===== src/rtl/input_debouncer_pkg.sv =====
// Shared types and channel counts for the input debouncer.
package input_debouncer_pkg;

  typedef enum logic [0:0] {
    DB_STABLE  = 1'b0,
    DB_PENDING = 1'b1
  } db_state_e;

  localparam int SW_CH  = 32;
  localparam int BTN_CH = 4;
  localparam int N_CH   = SW_CH + BTN_CH;

endpackage


===== src/rtl/input_debouncer_debounce_cell.sv =====
// One debounced channel: synchroniser chain, STABLE/PENDING FSM and tick counter.
module debounce_cell
  import input_debouncer_pkg::*;
#(
  parameter int SYNC_STAGES  = 2,
  parameter int STABLE_TICKS = 10
) (
  input  logic i_clk,
  input  logic i_rst_n,
  input  logic i_raw,
  input  logic i_tick,
  output logic o_out
);

  localparam int            NW     = $clog2(STABLE_TICKS + 1);
  localparam logic [NW-1:0] N_LAST = NW'(STABLE_TICKS - 1);

  logic [SYNC_STAGES-1:0] sync_q;
  db_state_e              state_q, state_d;
  logic [NW-1:0]          n_q, n_d;
  logic                   out_q, out_d;
  logic                   sync;

  assign sync  = sync_q[SYNC_STAGES-1];
  assign o_out = out_q;

  always_comb begin
    state_d = state_q;
    n_d     = n_q;
    out_d   = out_q;
    case (state_q)
      DB_STABLE: begin
        n_d = '0;
        if (sync != out_q) state_d = DB_PENDING;
      end
      DB_PENDING: begin
        // Any return to the current output value throws away the accumulated count.
        if (sync == out_q) begin
          state_d = DB_STABLE;
          n_d     = '0;
        end else if (i_tick) begin
          if (n_q == N_LAST) begin
            out_d   = sync;
            state_d = DB_STABLE;
            n_d     = '0;
          end else begin
            n_d = n_q + NW'(1);
          end
        end
      end
      default: begin
        state_d = DB_STABLE;
        n_d     = '0;
      end
    endcase
  end

  always_ff @(posedge i_clk or negedge i_rst_n) begin
    if (!i_rst_n) begin
      sync_q  <= '0;
      state_q <= DB_STABLE;
      n_q     <= '0;
      out_q   <= 1'b0;
    end else begin
      sync_q  <= {sync_q[SYNC_STAGES-2:0], i_raw};
      state_q <= state_d;
      n_q     <= n_d;
      out_q   <= out_d;
    end
  end

endmodule


===== src/rtl/input_debouncer.sv =====
// Switch/button conditioning: polarity fix, shared prescaler, 36 debounce cells.
// Optional press pulses are built only when DEBOUNCE_PRESS_PULSE_EN is defined.
module input_debouncer
  import input_debouncer_pkg::*;
#(
  parameter int SYNC_STAGES    = 2,
  parameter int TICK_CYCLES    = 50_000,
  parameter int STABLE_TICKS   = 10,
  parameter int BTN_ACTIVE_LOW = 1
) (
  input  logic        i_clk,
  input  logic        i_rst_n,
  input  logic [31:0] i_sw_raw,
  input  logic [3:0]  i_btn_raw,
  output logic [31:0] o_io_sw,
  output logic [3:0]  o_io_btn,
  output logic [3:0]  o_btn_press
);

  localparam int            CW       = (TICK_CYCLES > 1) ? $clog2(TICK_CYCLES) : 1;
  localparam logic [CW-1:0] CNT_LAST = CW'(TICK_CYCLES - 1);
  localparam logic          BTN_INV  = (BTN_ACTIVE_LOW != 0);

  logic [CW-1:0]   cnt_q, cnt_d;
  logic            tick;
  logic [N_CH-1:0] raw_ch;
  logic [N_CH-1:0] clean_ch;

  // Free-running: input activity never re-phases the tick.
  assign tick  = (cnt_q == CNT_LAST);
  assign cnt_d = tick ? '0 : cnt_q + CW'(1);

  always_ff @(posedge i_clk or negedge i_rst_n) begin
    if (!i_rst_n) cnt_q <= '0;
    else          cnt_q <= cnt_d;
  end

  assign raw_ch = {i_btn_raw ^ {BTN_CH{BTN_INV}}, i_sw_raw};

  for (genvar gi = 0; gi < N_CH; gi++) begin : g_cell
    debounce_cell #(
      .SYNC_STAGES (SYNC_STAGES),
      .STABLE_TICKS(STABLE_TICKS)
    ) u_cell (
      .i_clk  (i_clk),
      .i_rst_n(i_rst_n),
      .i_raw  (raw_ch[gi]),
      .i_tick (tick),
      .o_out  (clean_ch[gi])
    );
  end

  assign o_io_sw  = clean_ch[SW_CH-1:0];
  assign o_io_btn = clean_ch[N_CH-1:SW_CH];

`ifdef DEBOUNCE_PRESS_PULSE_EN
  logic [BTN_CH-1:0] btn_prev_q;

  always_ff @(posedge i_clk or negedge i_rst_n) begin
    if (!i_rst_n) btn_prev_q <= '0;
    else          btn_prev_q <= o_io_btn;
  end

  // Both operands are flops, so the pulse shares the rising edge of o_io_btn.
  assign o_btn_press = o_io_btn & ~btn_prev_q;
`else
  assign o_btn_press = '0;
`endif

endmodule


===== config.mk =====
export PLATFORM = sky130hd
export DESIGN_NAME = input_debouncer
export DESIGN_NICKNAME = d
export VERILOG_FILES = /design/src/rtl/input_debouncer_pkg.sv /design/src/rtl/input_debouncer_debounce_cell.sv /design/src/rtl/input_debouncer.sv
export SDC_FILE = /design/constraint.sdc
export NUM_CORES = 1
export LEC_CHECK = 0
export BUFFER_PORTS_ARGS = -buffer_cell sky130_fd_sc_hd__buf_2
export CAP_MARGIN = 20
export CORE_UTILIZATION = 55
export DETAILED_ROUTE_END_ITERATION = 12
export MAX_ROUTING_LAYER = met4
export PLACE_DENSITY_LB_ADDON = 0.2
export REMOVE_ABC_BUFFERS = 1
export SLEW_MARGIN = 0
export SYNTH_ARGS = -nofsm -noshare
export SYNTH_HDL_FRONTEND = slang
export SYNTH_SLANG_ARGS = --single-unit

===== constraint.sdc =====
create_clock -name i_clk -period 4.1 [get_ports i_clk]
set_input_delay 0.82 -clock i_clk [delete_from_list [all_inputs] [get_ports i_clk]]
set_output_delay 0.82 -clock i_clk [all_outputs]
set_load 0.005 [all_outputs]

### Word level (Yosys, flattened, before mapping)

Cells that the tools add are included.

| storage, ports and cells | value |
|---|---|
| register bits | 304 |
| bits of input ports | 38 |
| logic and storage cells | 761 |

| cells by class | value |
|---|---|
| add/sub/neg operators | 37 |
| eq/ne operators | 145 |
| muxes and demuxes | 325 |
| bitwise operators | 73 |
| reduce and logical (&&, ||, !) cells | 36 |

Operators with widths:

| operator | count |
|---|---|
| two-way mux 4 bit | 108 |
| one-hot mux 4 bit (2 select lines) | 36 |
| adder 4 x 1 -> 4 bit (second input constant) | 36 |
| equality test 4 bit (second input constant) | 36 |
| two-way mux 1 bit | 144 |
| AND reduction 4 bit | 36 |
| != test 3 bit (second input constant) | 36 |
| inverter 1 bit | 72 |
| one-hot mux 1 bit (2 select lines) | 36 |
| equality test 1 bit | 36 |
| != test 1 bit | 36 |
| adder 16 x 1 -> 16 bit (second input constant) | 1 |
| equality test 16 bit (second input constant) | 1 |
| two-way mux 16 bit | 1 |
| inverter 4 bit | 1 |

### Longest topological paths before layout

Gate-level depths: netlist of the first run.

| logic depth | value |
|---|---|
| depth in word-level cells | 5 |
| depth in mapped cells | 10 |
| depth with buffers taken out | 6 |

### Hierarchy

From an unflattened synthesis of the first run, not the netlist that was laid out.

| unflattened totals | value |
|---|---|
| cell total of the unflattened synthesis | 1,342 |
| area, all modules | 14,606.5 um^2 |

Modules (own cells, without submodules):

| module | instances | cells each | area each (um^2) | seq. area each (um^2) |
|---|---|---|---|---|
| debounce_cell | 36 | 35 | 382.9 | 200.2 |
| input_debouncer | 1 | 82 | 823.3 | 400.4 |

### Worst setup path after synthesis of the first run

Ideal clock, no wire load.

| timing | value |
|---|---|
| path type | reg2reg |
| start | register cnt_q[0] |
| end | register g_cell[11].u_cell.n_q[3] |
| library setup time | 0.082 ns |
| data arrival time | 1.853 ns |
| path slack | 2.165 ns |
| cell stages (with the launch flop) | 9 |
| path buffers | 3 |
| period minus slack after synthesis | 1.935 ns |
| path through | dfrtp_1 > ha_1 > and3_1 > buf_2 > nand4_2 > buf_6 > clkbuf_2 > or4b_1 > a31oi_1 |

| between the ends | value |
|---|---|
| longest elaborated chain between the ends | 2 |

Ends and longest elaborated chain:

| what | line | RTL |
|---|---|---|
| from (decl) | input_debouncer.sv:24 | `logic [CW-1:0] cnt_q, cnt_d;` |
| from (signal assigned) | input_debouncer.sv:35 | `else cnt_q <= cnt_d;` |
| equality test 16 bit | input_debouncer.sv:30 | `assign tick = (cnt_q == CNT_LAST);` |
| != test 3 bit (no line) | - |  |
| to (signal assigned) | input_debouncer_debounce_cell.sv:67 | `n_q <= n_d;` |
| to (decl) | input_debouncer_debounce_cell.sv:20 | `logic [NW-1:0] n_q, n_d;` |

No other way between the ends.
A chain may end at the register's enable or synchronous reset.

### Worst setup path after layout of the first run

| timing | value |
|---|---|
| start | register cnt_q[0] |
| end | register g_cell[35].u_cell.out_q |

| between the ends | value |
|---|---|
| longest elaborated chain between the ends | 2 |

Ends and longest elaborated chain:

| what | line | RTL |
|---|---|---|
| equality test 16 bit | input_debouncer.sv:30 |  |
| AND reduction 4 bit (no line) | - |  |
| to (signal assigned) | input_debouncer_debounce_cell.sv:68 | `out_q <= out_d;` |
| to (decl) | input_debouncer_debounce_cell.sv:21 | `logic out_q, out_d;` |

No other way between the ends.

==> impl_metrics.py, run 1 <==
metrics = {
    "outcome": {
        "status": "finished clean",
    },
    "worst_setup_path": {
        "critPathTopFamily": "simple AND/OR/NAND/NOR gates",
        "path_cells": "ha_1 > and3_1 > and4_4 > buf_4 > nand3_1 > mux2_2",
        "worst-r2r-setup-slack_ns": 1.62,
        "cp-end-kind": "register",
        "critPathKind": "register to register",
        "critPathLaunchType": "register",
        "critPathBufInv": 1,
        "cp_slowest_cell": "and4_4",
        "cp.arrival_ns": 2.87,
        "critPathRequiredTime_ns": 4.49,
        "max_stage_delay_ns": 0.71,
        "crit_path_max_fanout": 50,
    },
    "floorplan": {
        "std_cell_rows": 58,
        "die_x_um": 162,
        "core_mm2": 0.0251,
        "dieArea_mm2": 0.0262,
        "ios": 78,
        "start_util": 0.560,
        "fp.dieH_um": 162,
    },
    "clocking": {
        "clockRootBuffer": "clkbuf_16",
        "cts_tree": "yes",
        "clk_path_buf_depth": 3,
        "path_clk_slew_ns": 0.06,
        "ctsHtreeMaxLevel": 2,
        "postCtsResizedCells": 0,
        "numClockSinks": 304,
        "cts_hold_buf": 0,
        "insertion_delay_ns": 0.50,
        "cts_setup_buffers": 0,
        "cts_buffers": 35,
    },
    "route": {
        "detail_route.wl_per_cell_um": 13.7,
        "drc": 0,
        "wl_um": 23500,
        "viasPerCell": 5.50,
        "antenna_left": 0,
        "via_count": 9429,
        "drtPass1Iterations": 5,
        "drtIter0Drc": 537,
    },
    "place": {
        "gp_congestion": 0.777,
        "portBuffers": 73,
        "dpl.hpwl_um": 14800,
        "dp_cells": 1653,
    },
    "power_and_ir_drop": {
        "powerDensity_mw_per_mm2": 401,
        "leakage_uw": 0.00671,
        "peakVddDrop_uv": 348,
    },
    "grt": {
        "grt_pass1_vias": 9167,
        "use_met3": 0.0352,
        "grt_busiest_layer": "met2",
        "antenna_found_initial": 1,
        "grt_use_met2": 0.308,
        "grt_pass1_wl_um": 41800,
        "grt_overflow": 0,
        "grtUsageTotal": 0.195,
        "grt_start_max_net_pins": 110,
        "grt_util_met1": 0.259,
    },
    "cells_and_area": {
        "fin_nets": 1471,
        "fill_cells": 2047,
        "area_growth_pct": 11.4,
        "stdcell_count": 1714,
        "drive_gt1_frac": 0.140,
    },
    "synth": {
        "yosysSeqAreaShare": 0.541,
        "synth_area_mm2": 0.0141,
        "yosys_warnings": 0,
        "synth_cell_types": 37,
        "ys_seq_elements": 304,
        "avgSynthCellArea_um2": 10.7,
        "syn_inst": 1320,
    },
    "sta": {
        "timing.slew.headroom": 0.412,
        "worst_slew_pin_slew_ns": 0.882,
        "skew_ns": 0.0142,
        "hold_violations": 0,
        "drv_slew": 0,
        "clock.fmax_mhz": 402,
        "rsz0062_at_grt": "no",
        "worst_hold_slack_ns": 0.335,
        "setup_viol": 0,
        "period_share": 0.606,
        "period_needed_ns": 2.48,
    },
    "min_path": {
        "hold_path_class": "register to register",
    },
    "job": {
        "cap_viol_max_count": 0,
    },
}
## power by group
group / internal [µW] / switching [µW]
Sequential: 3060 / 31.0
Clock: 1900 / 1160
Combinational: 47.0 / 97.3
## area by class of cell
class	instances	area, µm²	area share
Tap cell	330	413	0.0263
Sequential cell	304	7610	0.485
Clock buffer	56	1110	0.0707
Inverter	77	289	0.0184
Multi-Input combinational cell	860	5710	0.364
Antenna cell	1	2.50	0.000160
Timing Repair Buffer	82	493	0.0315
Clock inverter	4	48.8	0.00311
## kinds of logic after synthesis
kind of cell | after synthesis | synth area share
AOI/OAI and AO/OA | 270 | 0.115
xor gates and xnor gates | 48 | 0.0299
adders and majority gates | 73 | 0.0649
buffers and inverters | 159 | 0.0553
DFF | 304 | 0.541
muxes | 38 | 0.0302
other | 1 | 0.000266
and+or+nand+nor | 427 | 0.164
## cell usage after synthesis (all sizes together)
cell / instances / share of area
nand2b: 36 / 0.016
buf: 64 / 0.030
and3b: 6 / 0.0037
dfrtp: 304 / 0.54
and3: 2 / 0.00089
nor2: 58 / 0.015
a311oi: 18 / 0.011
and4: 1 / 0.00062
o21ai: 54 / 0.019
a21oi: 108 / 0.038
nor4b: 1 / 0.0017
a31o: 18 / 0.011
nand2: 124 / 0.033
or4b: 18 / 0.013
xnor2: 39 / 0.024
or3: 72 / 0.032
mux2i: 2 / 0.0014
a41oi: 18 / 0.011
inv: 77 / 0.021
nand3: 61 / 0.022
mux2: 36 / 0.029
conb: 1 / 0.00027
and4bb: 2 / 0.0018
nor4: 1 / 0.00044
nand4: 5 / 0.0027
and2: 1 / 0.00044
clkbuf: 18 / 0.0050
nor3: 3 / 0.0011
xor2: 9 / 0.0056
ha: 73 / 0.065
or4: 36 / 0.019
a31oi: 54 / 0.024
## worst paths after layout
| check | start | end | cells after the start |
|---|---|---|---|
| min in group asynchronous | i_rst_n | g_cell[31].u_cell.n_q[3] | 1 |
| max reg2reg | cnt_q[0] | g_cell[35].u_cell.o_out | 6 |
| min | g_cell[15].u_cell.sync_q[0] | g_cell[15].u_cell.sync_q[1] | 0 |
| min reg2reg | g_cell[15].u_cell.sync_q[0] | g_cell[15].u_cell.sync_q[1] | 0 |
| max | cnt_q[0] | g_cell[35].u_cell.o_out | 6 |
| max in group asynchronous | i_rst_n | g_cell[0].u_cell.sync_q[0] | 2 |
## worst reg2reg max path, stage by stage, from the launching register on
cell and delay, ns:
dfrtp_1 0.38, ha_1 0.19, and3_1 0.32, and4_4 0.71, buf_4 0.35, nand3_1 0.13
mux2_2 0.29
## cells in the final DEF, fill, tap and decap left out, types with 4 or more instances in the layout
| cell type | instances |
|---|---|
| nor2_1 | 58 |
| a31o_2 | 18 |
| buf_2 | 72 |
| a41oi_1 | 18 |
| mux2_2 | 36 |
| xnor2_1 | 39 |
| dfrtp_1 | 304 |
| nand3_1 | 61 |
| xor2_1 | 9 |
| or3_1 | 72 |
| a21oi_1 | 108 |
| buf_12 | 4 |
| a311oi_1 | 18 |
| o21ai_0 | 54 |
| clkbuf_8 | 11 |
| clkbuf_1 | 8 |
| conb_1 | 4 |
| a31oi_1 | 54 |
| nand2_1 | 124 |
| or4b_1 | 18 |
| clkbuf_16 | 37 |
| ha_1 | 73 |
| and3b_1 | 6 |
| or4_1 | 36 |
| inv_1 | 77 |
| nand2b_1 | 36 |
| buf_4 | 5 |
| nand4_1 | 4 |
## flip-flops by register name (all words and copies together), names as in the netlist
name	count
cnt_q	16
g_cell.u_cell.n_q	144
g_cell.u_cell.o_out	36
g_cell.u_cell.state_q	36
g_cell.u_cell.sync_q	72
## stage by stage
| stage | utilization | worst slack (ns) | area (µm²) | power (µW) | TNS [ns] |
|---|---|---|---|---|---|
| final | 0.624 | 1.62 | 15700 | 6290 | 0 |
| after global routing | 0.624 | 1.45 | 15700 | 6550 | 0 |
| after CTS | 0.624 | 1.59 | 15700 | 6400 | 0 |
| after detailed placement | 0.578 | 1.64 | 14500 | 3290 | 0 |
| after global placement | 0.578 | 1.70 | 14500 | 3290 | 0 |
| after floorplan | - | -0.737 | 13600 | 3180 | -77.31 |
## metal layers
metal	vias up	routed length, µm
li1	4711	-
met1	4557	11200
met2	121	11000
met3	40	884
met4	0	417
met5	-	0
Power figures use the tool's default switching activity.
==> run 2: changes to the inputs <==
==> constraint.sdc (replaced) <==
create_clock -name i_clk -period 2.5 [get_ports i_clk]
set_input_delay 0.5 -clock i_clk [delete_from_list [all_inputs] [get_ports i_clk]]
set_output_delay 0.5 -clock i_clk [all_outputs]
set_load 0.005 [all_outputs]
==> run 2 against run 1 <==
Effect of this change:
- sequential share of layout area fell by 0.51 points
- highest routed layer unchanged
- via count up 2.2%
- final cell count up 0.47%
- utilization up 0.66 points
- largest power group is now the clock network
- global-route usage up 0.13 points
- fmax increased by 12%
- setup slack worse by 1.3 ns
- clock skew fell by 0.0017 ns
- routed wire length is 2.5% higher
==> impl_metrics.py, run 2 (synthesized netlist as in run 1, its figures left out) <==
metrics = {
    "place": {
        "preCtsSetupSlack_ns": 0.284,
        "dpl.hpwl_um": 15400,
        "portBuffers": 73,
        "gp_congestion": 0.811,
    },
    "sta": {
        "period_needed_ns": 2.22,
        "period_share": 0.887,
        "hold_violations": 0,
        "rsz0062_at_grt": "no",
        "setup_viol": 0,
        "clock.fmax_mhz": 451,
        "worst_hold_slack_ns": 0.0974,
        "drv_slew": 0,
        "fin_ws_ns": 0.282,
        "skew_ns": 0.0125,
    },
    "cells_and_area": {
        "final_cell_mix": "dfrtp_1, nand2_1, a21oi_1, inv_1, ha_1",
        "drive_gt1_frac": 0.147,
        "largest_reg_flops": 144,
        "layout_commonest_cell": "dfrtp_1",
        "seq_area_mm2": 0.00761,
        "largest_registers": "g_cell.u_cell.n_q: 144 flops, g_cell.u_cell.sync_q: 72 flops",
        "fill_cells": 2023,
        "regMostFlops": "g_cell.u_cell.n_q",
        "fin_nets": 1477,
        "area_growth_pct": 12.5,
        "multi_input_area_mm2": 0.00571,
    },
    "clocking": {
        "clockRootBuffer": "clkbuf_16",
        "path_clk_slew_ns": 0.06,
        "numClockSinks": 304,
        "clk_path_buf_depth": 3,
        "cts_tree": "yes",
        "ctsHtreeMaxLevel": 2,
        "cts_buffers": 35,
        "insertion_delay_ns": 0.50,
    },
    "grt": {
        "grt_start_max_net_pins": 125,
        "antenna_found_initial": 1,
        "grt_overflow": 0,
        "grt_pass1_vias": 9247,
        "grt_pass1_wl_um": 42100,
        "grtUsageTotal": 0.197,
    },
    "worst_setup_path": {
        "crit_path_max_fanout": 124,
        "critPathLaunchType": "register",
        "cp.arrival_ns": 2.63,
        "cp-end-kind": "register",
        "critPathKind": "register to register",
        "critPathRequiredTime_ns": 2.91,
    },
    "job": {
        "cap_viol_max_count": 0,
    },
    "floorplan": {
        "dieArea_mm2": 0.0262,
        "ios": 78,
        "start_util": 0.560,
        "fp.dieH_um": 162,
        "core_mm2": 0.0251,
        "die_x_um": 162,
        "std_cell_rows": 58,
    },
    "route": {
        "detail_route.wl_per_cell_um": 14.0,
        "drc": 0,
        "antenna_left": 0,
        "via_count": 9640,
        "wl_um": 24100,
        "viasPerCell": 5.60,
        "drtPass1Iterations": 4,
        "drtIter0Drc": 575,
    },
    "outcome": {
        "status": "finished clean",
    },
    "power_and_ir_drop": {
        "peakVddDrop_uv": 580,
        "leakage_uw": 0.00678,
        "powerDensity_mw_per_mm2": 665,
    },
    "min_path": {
        "hold_path_class": "input port to register",
    },
}
## run 2: cell count changes in the layout (fill, tap and decap cells not counted), moves of 2 or more
cell,before,now
bufinv_16,1,3
clkinvlp_4,0,3
clkinv_2,2,6
buf_12,4,9
clkbuf_8,11,9
clkbuf_1,8,3
## run 2: what timing repair did
action                    CTS  global route
hold endpoints to repair   43             0
gates resized for setup     0             0
hold buffers                1             0
buffers inserted            0             0
## run 2: worst max-delay path, cell delays in order, from the launching register on
cell and delay, ns:
dfrtp_1 0.38, ha_1 0.19, and3_1 0.32, nand4_4 0.19, buf_12 0.28, or4b_1 0.54
a31oi_1 0.19
## run 2: final cells by class
class / count / area share
Antenna cell: 1 / 0.000158
Clock buffer: 49 / 0.0670
Clock inverter: 13 / 0.00956
Inverter: 77 / 0.0183
Multi-Input combinational cell: 860 / 0.361
Sequential cell: 304 / 0.480
Tap cell: 330 / 0.0261
Timing Repair Buffer: 88 / 0.0381
## run 2: worst paths after layout
kind	from	to	slack, ns	cells past startpoint
setup / recovery	cnt_q[0]	g_cell[7].u_cell.n_q[3]	0.28	6
hold / removal	i_sw_raw[6]	g_cell[6].u_cell.sync_q[0]	0.1	1
setup reg to reg	cnt_q[0]	g_cell[7].u_cell.n_q[3]	0.28	6
hold reg to reg	g_cell[16].u_cell.sync_q[0]	g_cell[16].u_cell.sync_q[1]	0.34	0
max in group asynchronous	i_rst_n	g_cell[24].u_cell.n_q[0]	1.25	3
min in group asynchronous	i_rst_n	g_cell[31].u_cell.n_q[3]	0.51	2
## run 2: where the power goes
part	leakage, µW	switching [µW]	internal (µW)	total, µW
Sequential	0.00398	51.8	5010	5060
Clock	0.000595	1960	3270	5230
Combinational	0.00220	160	83.2	243
## run 2: routing by layer
layer	part of all wire	global-route usage
met3	0.036	0.0342
met2	0.48	0.322
met4	0.022	0.0553
met5	0	-
met1	0.46	0.252
## run 2: stage by stage
step	instances	setup TNS [ns]	area, µm²	utilization	power, µW
floorplan	1241	-365.52	13600	-	5220
global placement	1658	0	14600	0.582	5400
detailed placement	1658	0	14600	0.582	5410
CTS	1721	0	15800	0.631	10700
global route	1722	0	15800	0.631	10900
finish	1722	0	15800	0.631	10500
